<file path="src/rtl/gaussian_tap_fetcher_if.sv">
// Frame-memory read port plus window valid/ready channel of the Gaussian tap fetcher.
// master = fetcher side, slave = memory/downstream side.
interface gaussian_tap_fetcher_if #(
    parameter int ADDR_W = 15,
    parameter int PIX_W  = 24
);
    logic [ADDR_W-1:0]  mem_addr;
    logic               mem_rd;
    logic [PIX_W-1:0]   mem_q;
    logic               win_valid;
    logic               win_ready;
    logic [9*PIX_W-1:0] win_data;
    logic [ADDR_W-1:0]  win_addr;

    modport master (
        output mem_addr, mem_rd, win_valid, win_data, win_addr,
        input  mem_q, win_ready
    );

    modport slave (
        input  mem_addr, mem_rd, win_valid, win_data, win_addr,
        output mem_q, win_ready
    );
endinterface

</file>
<file path="src/rtl/gaussian_tap_fetcher.sv">
// Walks a column-major frame pixel by pixel, reads each clamped 3x3 neighbourhood
// from frame memory and presents it as one window on a valid/ready channel.
module gaussian_tap_fetcher #(
    parameter int COLS    = 160,
    parameter int ROWS    = 120,
    parameter int ADDR_W  = 15,
    parameter int PIX_W   = 24,
    parameter int MEM_LAT = 1
) (
    input  logic                   clk,
    input  logic                   rst,
    input  logic                   start,
    output logic                   busy,
    output logic                   done,
    gaussian_tap_fetcher_if.master bus
);
    localparam int CX_W = (COLS > 1) ? $clog2(COLS) : 1;
    localparam int CY_W = (ROWS > 1) ? $clog2(ROWS) : 1;
    localparam logic [CX_W-1:0] X_LAST = CX_W'(COLS - 1);
    localparam logic [CY_W-1:0] Y_LAST = CY_W'(ROWS - 1);

    localparam logic [2:0] S_IDLE  = 3'd0;
    localparam logic [2:0] S_ISSUE = 3'd1;
    localparam logic [2:0] S_DRAIN = 3'd2;
    localparam logic [2:0] S_HOLD  = 3'd3;
    localparam logic [2:0] S_DONE  = 3'd4;

    logic [2:0]         state_q, state_d;
    logic [CX_W-1:0]    cx_q, cx_d;
    logic [CY_W-1:0]    cy_q, cy_d;
    logic [3:0]         k_q, k_d;
    logic [MEM_LAT-1:0] pvld_q, pvld_d;
    logic [3:0]         pidx_q [MEM_LAT];
    logic [3:0]         pidx_d [MEM_LAT];
    logic [PIX_W-1:0]   slot_q [9];
    logic [PIX_W-1:0]   slot_d [9];

    logic [1:0]      xs, ys;
    logic [CX_W-1:0] tx;
    logic [CY_W-1:0] ty;
    logic            issue;
    logic            last_pix;
    logic            tap8_back;

    assign issue     = (state_q == S_ISSUE);
    assign last_pix  = (cx_q == X_LAST) && (cy_q == Y_LAST);
    assign tap8_back = pvld_q[MEM_LAT-1] && (pidx_q[MEM_LAT-1] == 4'd8);

    // Tap k = (dx+1)*3 + (dy+1); the column/row selectors are 0..2 for offsets -1..+1.
    always_comb begin
        case (k_q)
            4'd0, 4'd1, 4'd2: xs = 2'd0;
            4'd3, 4'd4, 4'd5: xs = 2'd1;
            default:          xs = 2'd2;
        endcase
        case (k_q)
            4'd0, 4'd3, 4'd6: ys = 2'd0;
            4'd1, 4'd4, 4'd7: ys = 2'd1;
            default:          ys = 2'd2;
        endcase
        case (xs)
            2'd0:    tx = (cx_q == '0) ? '0 : cx_q - 1'b1;
            2'd1:    tx = cx_q;
            default: tx = (cx_q == X_LAST) ? cx_q : cx_q + 1'b1;
        endcase
        case (ys)
            2'd0:    ty = (cy_q == '0) ? '0 : cy_q - 1'b1;
            2'd1:    ty = cy_q;
            default: ty = (cy_q == Y_LAST) ? cy_q : cy_q + 1'b1;
        endcase
    end

    assign bus.mem_rd    = issue;
    assign bus.win_valid = (state_q == S_HOLD);
    assign busy          = (state_q == S_ISSUE) || (state_q == S_DRAIN) || (state_q == S_HOLD);
    assign done          = (state_q == S_DONE);
    assign bus.mem_addr  = issue ? ADDR_W'(32'(tx) * 32'(ROWS) + 32'(ty)) : '0;
    assign bus.win_addr  = ADDR_W'(32'(cx_q) * 32'(ROWS) + 32'(cy_q));

    for (genvar g = 0; g < 9; g++) begin : g_win
        assign bus.win_data[g*PIX_W +: PIX_W] = slot_q[g];
    end

    // Each issued tap index rides alongside its read so returning data lands in the right slot.
    always_comb begin
        pvld_d[0] = issue;
        pidx_d[0] = k_q;
        for (int unsigned i = 1; i < MEM_LAT; i++) begin
            pvld_d[i] = pvld_q[i-1];
            pidx_d[i] = pidx_q[i-1];
        end
        slot_d = slot_q;
        if (pvld_q[MEM_LAT-1]) begin
            slot_d[pidx_q[MEM_LAT-1]] = bus.mem_q;
        end
    end

    always_comb begin
        state_d = state_q;
        cx_d    = cx_q;
        cy_d    = cy_q;
        k_d     = k_q;
        case (state_q)
            S_IDLE: begin
                if (start) begin
                    state_d = S_ISSUE;
                    k_d     = '0;
                    cx_d    = '0;
                    cy_d    = '0;
                end
            end
            S_ISSUE: begin
                if (k_q == 4'd8) begin
                    k_d     = '0;
                    state_d = S_DRAIN;
                end else begin
                    k_d = k_q + 1'b1;
                end
            end
            S_DRAIN: begin
                if (tap8_back) begin
                    state_d = S_HOLD;
                end
            end
            S_HOLD: begin
                if (bus.win_ready) begin
                    if (last_pix) begin
                        state_d = S_DONE;
                        cx_d    = '0;
                        cy_d    = '0;
                    end else begin
                        state_d = S_ISSUE;
                        if (cy_q == Y_LAST) begin
                            cy_d = '0;
                            cx_d = cx_q + 1'b1;
                        end else begin
                            cy_d = cy_q + 1'b1;
                        end
                    end
                end
            end
            S_DONE: begin
                state_d = S_IDLE;
                cx_d    = '0;
                cy_d    = '0;
            end
            default: state_d = S_IDLE;
        endcase
    end

    always_ff @(posedge clk or negedge rst) begin
        if (!rst) begin
            state_q <= S_IDLE;
            cx_q    <= '0;
            cy_q    <= '0;
            k_q     <= '0;
            pvld_q  <= '0;
            for (int unsigned i = 0; i < MEM_LAT; i++) begin
                pidx_q[i] <= '0;
            end
            for (int unsigned i = 0; i < 9; i++) begin
                slot_q[i] <= '0;
            end
        end else begin
            state_q <= state_d;
            cx_q    <= cx_d;
            cy_q    <= cy_d;
            k_q     <= k_d;
            pvld_q  <= pvld_d;
            pidx_q  <= pidx_d;
            slot_q  <= slot_d;
        end
    end
endmodule

</file>
<file path="src/flat_wrapper.sv">
// flat-port wrapper written by rule: the top's interface ports become plain ports
module gaussian_tap_fetcher_flat 
#(
    parameter int COLS    = 160,
    parameter int ROWS    = 120,
    parameter int ADDR_W  = 15,
    parameter int PIX_W   = 24,
    parameter int MEM_LAT = 1
)
  (clk, rst, start, busy, done, bus_mem_addr, bus_mem_rd, bus_win_valid, bus_win_data, bus_win_addr, bus_mem_q, bus_win_ready);
  gaussian_tap_fetcher_if #(.ADDR_W(ADDR_W), .PIX_W(PIX_W)) bus_i ();
  input  logic clk;
  input  logic rst;
  input  logic start;
  output logic busy;
  output logic done;
  output wire logic [$bits(bus_i.mem_addr)-1:0] bus_mem_addr;
  output wire logic [$bits(bus_i.mem_rd)-1:0] bus_mem_rd;
  output wire logic [$bits(bus_i.win_valid)-1:0] bus_win_valid;
  output wire logic [$bits(bus_i.win_data)-1:0] bus_win_data;
  output wire logic [$bits(bus_i.win_addr)-1:0] bus_win_addr;
  input wire logic [$bits(bus_i.mem_q)-1:0] bus_mem_q;
  input wire logic [$bits(bus_i.win_ready)-1:0] bus_win_ready;
  assign bus_mem_addr = bus_i.mem_addr;
  assign bus_mem_rd = bus_i.mem_rd;
  assign bus_win_valid = bus_i.win_valid;
  assign bus_win_data = bus_i.win_data;
  assign bus_win_addr = bus_i.win_addr;
  assign bus_i.mem_q = bus_mem_q;
  assign bus_i.win_ready = bus_win_ready;
  gaussian_tap_fetcher #(.COLS(COLS), .ROWS(ROWS), .ADDR_W(ADDR_W), .PIX_W(PIX_W), .MEM_LAT(MEM_LAT)) u_core (.clk(clk), .rst(rst), .start(start), .busy(busy), .done(done), .bus(bus_i));
endmodule
</file>
<file path="config.mk">
export PLATFORM = sky130hd
export DESIGN_NAME = gaussian_tap_fetcher_flat
export DESIGN_NICKNAME = d
export VERILOG_FILES = /design/src/rtl/gaussian_tap_fetcher_if.sv /design/src/rtl/gaussian_tap_fetcher.sv /design/src/flat_wrapper.sv
export SDC_FILE = /design/constraint.sdc
export NUM_CORES = 1
export LEC_CHECK = 0
export BUFFER_PORTS_ARGS = -buffer_cell sky130_fd_sc_hd__buf_4
export CELL_PAD_IN_SITES_DETAIL_PLACEMENT = 1
export CELL_PAD_IN_SITES_GLOBAL_PLACEMENT = 1
export CORE_ASPECT_RATIO = 1.25
export CORE_MARGIN = 3
export CORE_UTILIZATION = 39
export CTS_CLUSTER_SIZE = 40
export DETAILED_ROUTE_END_ITERATION = 16
export PLACE_DENSITY_LB_ADDON = 0.12
export RECOVER_POWER = 25
export SYNTH_ARGS = -nofsm -noshare
export SYNTH_HDL_FRONTEND = slang
export SYNTH_SLANG_ARGS = --single-unit
</file>
<file path="constraint.sdc">
create_clock -name clk -period 5.9 [get_ports clk]
set_clock_uncertainty 0.2 [all_clocks]
set_input_delay 0.295 -clock clk [delete_from_list [all_inputs] [get_ports clk]]
set_output_delay 0.295 -clock clk [all_outputs]
set_load 0.05 [all_outputs]
</file>
==> results of run 1 <==
==> state kept, by name (all words and copies together) (netlist names) <==
name	flops
u_core.pvld_q	1
u_core.pidx_q	4
u_core.k_q	4
u_core.cy_q	7
u_core.cx_q	8
u_core.bus.win_data	216
u_core.state_q	3
==> final cells by class <==
| cell class | instances | area (sq um) | share of cell area [%] |
|---|---|---|---|
| multi-input cells | 656 | 6300 | 37.2 |
| repair buffers | 379 | 2960 | 17.5 |
| clock buffers | 35 | 756 | 4.46 |
| clock inverters | 14 | 144 | 0.850 |
| inverters | 47 | 181 | 1.07 |
| flip-flops and latches | 243 | 6080 | 35.9 |
| well taps | 407 | 509 | 3.01 |
==> synth_stat cells, types with 2 or more instances <==
master     count
or2_2          2
or3_1          5
mux2i_1        3
o31ai_1        8
nand3_1       11
nor3b_1        8
nand3b_1       8
nand2b_1       4
a211o_1        3
buf_4          3
o21a_1         6
and2_1         2
o31a_1         3
a31oi_1        6
a31o_2         3
nor2_1        48
a21oi_1       29
nor3_1        11
a21boi_0       3
a22o_1         5
xnor2_1       21
a22oi_1        2
fa_1          28
xor2_1        10
o21ai_0       43
ha_1          63
a21o_1         9
clkbuf_1      28
and3_1         7
buf_2          8
nand4_1        6
a21boi_1       2
nor4_1         4
a21oi_2        3
nand2_1       38
a211oi_1       5
dfrtp_1      243
inv_1         47
o2111ai_1      2
mux2_2       218
nor2b_1        6
==> metrics by stage <==
stage / instance area, sq um / TNS (ps)
after global routing: 16900 / -569
after detailed placement: 15100 / -230
after global placement: 15100 / 0
after CTS: 16700 / 0
after floorplan: 12300 / 0
final: 16900 / -50.4
==> what timing repair did <==
item / 4_1_cts / 5_1_grt
hold buffers: 26 / 0
endpoints found under the hold margin: 320 / 0
buffers inserted: 24 / 9
setup endpoints to repair: 9 / 7
gates resized for setup: 61 / 35
pin swaps: 24 / 23
==> where the power goes <==
group	internal (uW)	switching, uW	leakage (uW)
Combinational	109	249	0.00477
Sequential	1710	23.3	0.00308
Clock	994	687	0.000430
Total	2810	959	0.00828
==> path summary, 6_finish.rpt <==
| check | start | endpoint | slack, ps | cells after the start |
|---|---|---|---|---|
| setup / recovery | u_core.k_q[0] | bus_mem_addr[14] | -50 | 24 |
| hold / removal | start | u_core.k_q[0] | 80 | 4 |
| setup reg to reg | u_core.cy_q[0] | u_core.cx_q[7] | 2950 | 8 |
| hold reg to reg | u_core.bus.win_data[158] | u_core.bus.win_data[158] | 300 | 1 |
| max in group asynchronous | rst | u_core.bus.win_data[133] | 4030 | 3 |
| min in group asynchronous | rst | u_core.bus.win_data[34] | 170 | 2 |
==> logic make-up after synthesis <==
| group | share of synthesized area (%) |
|---|---|
| AO/OA/AOI/OAI | 7.81 |
| XOR/XNOR | 2.20 |
| adder cells (fa/ha/maj) | 10.9 |
| buffers and inverters | 2.79 |
| flip-flops | 49.3 |
| multiplexers | 20.2 |
| AND/OR/NAND/NOR | 6.78 |
==> layer usage <==
metal / vias to the layer above / part of all wire (%)
met4: 0 / 3.2
met5: - / 0
met1: 4817 / 39
met2: 218 / 53
li1: 4230 / -
met3: 62 / 4.8
==> worst min-delay path, stage by stage <==
cell and delay, ps:
buf_4 100, o21ai_0 170, nand2_1 110, o21ai_0 70
==> reports/qor.yml, run 1 <==
p_leak_uw: 0.00828
max-slew-margin-rel_pct: 44.1
holdWs_ps: 78.2
drive_above_1_share_pct: 50.5
finalCritPeriodShare_pct: 101
gp_congestion: 0.850
netlist_top_cells_area: "dfrtp_1, mux2_2, ha_1"
arrival_ps: 5460
yosysSeqAreaShare_pct: 49.3
cts_sinks: 243
synth.avg_cell_area_sq_um: 12.5
dp_cells: 1673
total_power_uw: 3770
grt.total_usage_pct: 21.6
hpwl_microns: 27100
clockBufferDepth: 3
clkSlewWorstSetupHoldPaths_ps: 60
layout.nets: 1473
worstPathCellList: "buf_6 > ha_4 > nor2_4 > a211oi_4 > nor2b_4 > and2_4 > nand3_4 > a21oi_4 > a31oi_2 > buf_4 > fa_1 > inv_1 > fa_1 > ha_4 > nor2b_2 > o21a_1 > o21a_1 > nor3_2 > nand4_1 > buf_4 > o311ai_4 > buf_4 > a21oi_4 > buf_6"
ant_nets: 0
post-route-worst-setup-slack_ps: -50.4
cp.required_ps: 5410
fin_crit_ps: 5950
worstSkewPairLatency_ps: 540
crit_top_cell: "buf_4"
synth.lib_cells_used.distinct: 62
critical_path_class: "reg -> out"
dp_worst_setup_slack_ps: -207
synth_top_area_share_pct: 49.3
grt_max_degree: 141
violations: "negative setup slack"
fin_util_pct: 54.5
path_delay_family: "adder cells"
yosysWarnings: 0
crit_path_top_delay_cell: "fa_1"
synthesis.nets: 1104
numPortBuffers: 277
synth_top_area_cell: "dfrtp_1"
rows: 72
met3_usage_pct: 3.16
critPathBufInv: 6
min_path_type: "in -> reg"
wl_per_cell_microns: 21.3
grt_first_pass_wirelength_microns: 57100
drc_errors: 0
vdd_drop_max_mv: 0.220
met1_usage_pct: 26.2
start_util_pct: 39.7
cp_max_fo: 5
ys_seq_elements: 243
top_usage_layer: "met2"
endpoint_kind: "output port"
fmax_ghz: 0.168
fin_cells: 1781
postSynth.asyncResetShare_pct: 100
netlist_instances: 985
layout_commonest_cell: "buf_4"
startpoint_type: "flip-flop"
grt_pass1_vias: 9681
antenna_found_initial: 0
ioPinCount: 278
wl_microns: 38000
layout_common_cells: "buf_4, dfrtp_1, mux2_2"
core_area_sq_mm: 0.0311
hold_viol_final: 0
max_cap_viol_count: 0
vias_per_cell: 5.24
die-width_microns: 165
p_per_area_mw_per_mm2: 223
worst_pin_slew_ps: 838
slowest_delay_ps: 530
cts-root-buf: "clkbuf_16"
cts_tree: "done"
cts_buffers: 27
yosys_most_used_dff: "dfrtp_1"
setup-violations-final: 1
syn_area_sq_mm: 0.0123
fillers: 3290
overflow: 0
die-area_sq_mm: 0.0338
cts_max_level: 1
status: "complete, but fails checks"
final_max_slew_viol_count: 0
syn_to_final_growth_pct: 37.3
use_met2_pct: 39.2
die_h_microns: 205
synth_edf_count: 0
route.vias.total: 9327
firstDrtPassIters: 4
dr.first_iter.drc_count: 388
rsz0062_at_grt: "yes"
n_antenna_cell: 0
Note: power is estimated with default switching activity, not from simulation.
==> run 2: changes to the inputs <==
--- a/config.mk
+++ b/config.mk
@@ -13,7 +13,7 @@
 export CORE_UTILIZATION = 39
 export CTS_CLUSTER_SIZE = 40
 export DETAILED_ROUTE_END_ITERATION = 16
-export PLACE_DENSITY_LB_ADDON = 0.12
+export PLACE_DENSITY = 0.82
 export RECOVER_POWER = 25
 export SYNTH_ARGS = -nofsm -noshare
 export SYNTH_HDL_FRONTEND = slang
==> run 2 against run 1 <==
Effect of this change:
- die area unchanged
- register-to-register slack improved by 130 ps
- the flow still finishes with violations (negative setup slack)
- highest routed layer unchanged
- clock power about the same
- combinational power increased by 4%
- power increased by 0.60%
==> reports/qor.yml, run 2 (synthesized netlist as in run 1, its figures left out) <==
status: "complete, but fails checks"
violations: "negative setup slack"
grt_max_degree: 139
dr.first_iter.drc_count: 476
hpwl_microns: 28600
max-slew-margin-rel_pct: 29.6
syn_to_final_growth_pct: 37.4
post-route-worst-setup-slack_ps: -120
core_area_sq_mm: 0.0311
drive_above_1_share_pct: 50.1
clkSlewWorstSetupHoldPaths_ps: 60
top_usage_layer: "met2"
hold_path_end: "u_core.k_q[0]"
layout_common_cells: "buf_4, dfrtp_1, mux2_2"
p_per_area_mw_per_mm2: 224
endpoint_kind: "output port"
fmax_ghz: 0.166
wl_microns: 45300
critical_path_class: "reg -> out"
startpoint_type: "flip-flop"
r2r_slack_ps: 3080
antenna_found_initial: 0
wl_per_cell_microns: 25.5
use_met2_pct: 48.2
route.vias.total: 9719
r2r-start: "u_core.cx_q[0]"
fin_setup_tns_ps: -120
cts_tree: "done"
largest_register_ffs: 216
cts-root-buf: "clkbuf_16"
clockBufferDepth: 3
hold_viol_final: 0
ioPinCount: 278
p_leak_uw: 0.00827
vias_per_cell: 5.47
worst_pin_slew_ps: 1060
fin_area_sq_mm: 0.0169
ant_nets: 0
grt_first_pass_wirelength_microns: 66800
overflow: 0
layout.nets: 1471
final_max_slew_viol_count: 0
arrival_ps: 5530
whs_path_depth: 4
cts_max_level: 1
start_util_pct: 39.7
worstSkewPairLatency_ps: 530
firstDrtPassIters: 4
dpl_cell_area_sq_mm: 0.0151
met1_usage_pct: 27.8
finalCritPeriodShare_pct: 102
die-width_microns: 165
gp_congestion: 0.880
die-area_sq_mm: 0.0338
drc_errors: 0
cp.required_ps: 5410
grt_pass1_vias: 10751
die_h_microns: 205
rsz0062_at_grt: "yes"
cts_sinks: 243
vdd_drop_max_mv: 0.188
grt.total_usage_pct: 25.9
cts_buffers: 26
cp_max_fo: 6
fin_crit_ps: 6020
met3_usage_pct: 5.68
fillers: 3143
ff2ff_path_depth: 10
layout_commonest_cell: "buf_4"
timing.rr.end: "u_core.cx_q[4]"
n_antenna_cell: 0
min_path_type: "in -> reg"
setup-violations-final: 1
max_cap_viol_count: 0
numPortBuffers: 277
rows: 72
min-delay-start: "start"
==> run 2: cell types whose count changed in the layout (fill, tap and decap cells not counted), moves of 2 or more <==
cell        before  now
ha_2             3    0
buf_4          341  337
clkinvlp_4       5    1
buf_6            9   12
inv_1           37   39
ha_1            52   54
==> run 2: power by group <==
group          total (uW)  switching, uW  internal (uW)
clock                1690            703            982
combinational         370            261            109
sequential           1740           30.0           1710
total                3790            993           2800
==> run 2: through the flow <==
step	hold slack [ps]	setup slack, ps	power (uW)	cells	util (%)
detailed placement	275	-198	2110	1671	48.6
finish	128	-120	3790	1778	54.5
CTS	42.6	2.93	3800	1767	53.6
global route	128	-324	3930	1778	54.5
floorplan	-201	53.1	1940	985	-
global placement	262	34.8	2100	1671	48.6
==> run 2: how the worst max path moves through the flow <==
| stage | start | end | cells after the start |
|---|---|---|---|
| 2_1_floorplan | u_core.cx_q[5] | bus_mem_addr[14] | 19 |
| 3_3_place_gp | u_core.k_q[0] | bus_mem_addr[14] | 23 |
| 3_5_place_dp | u_core.k_q[0] | bus_mem_addr[14] | 23 |
| 4_1_cts | u_core.k_q[0] | bus_mem_addr[14] | 23 |
| 5_1_grt | u_core.k_q[0] | bus_mem_addr[14] | 22 |
| 6_report | u_core.k_q[0] | bus_mem_addr[14] | 22 |
==> run 2: routing by layer <==
layer | up-vias | routed length, microns
met4 | 0 | 2090
li1 | 4232 | -
met5 | - | 0
met2 | 351 | 23800
met1 | 5020 | 16500
met3 | 116 | 2950
==> run 2: what timing repair did <==
item / in CTS / in global routing
pin swaps: 24 / 25
endpoints found under the setup margin: 9 / 6
gates cloned: 0 / 0
gates resized for setup: 56 / 37
hold endpoints to repair: 354 / 0
setup buffers: 23 / 13
hold buffers: 26 / 0
==> run 2: cell type report <==
| class | instances | area [sq um] | area share [%] |
|---|---|---|---|
| clock inverter | 11 | 125 | 0.739 |
| timing repair buffer | 378 | 2980 | 17.6 |
| multi-input combinational | 656 | 6310 | 37.3 |
| clock buffer | 36 | 749 | 4.42 |
| tap | 407 | 509 | 3.01 |
| sequential | 243 | 6080 | 35.9 |
| inverter | 47 | 179 | 1.06 |
==> run 2: worst max-delay path, cell delays in order, from the launching register on <==
cell and delay [ps]:
dfrtp_2 470, ha_4 210, nor3_4 230, o31ai_4 130
buf_6 150, nor2_4 170, nand3_2 140, a21oi_4 200
a31oi_4 60, buf_6 140, buf_4 130, fa_2 530
inv_1 50, fa_2 460, ha_4 200, a21o_1 180
a31o_1 220, o211ai_2 190, a21oi_2 90, or3_4 340
a2111o_1 410, a21oi_4 130, buf_6 180
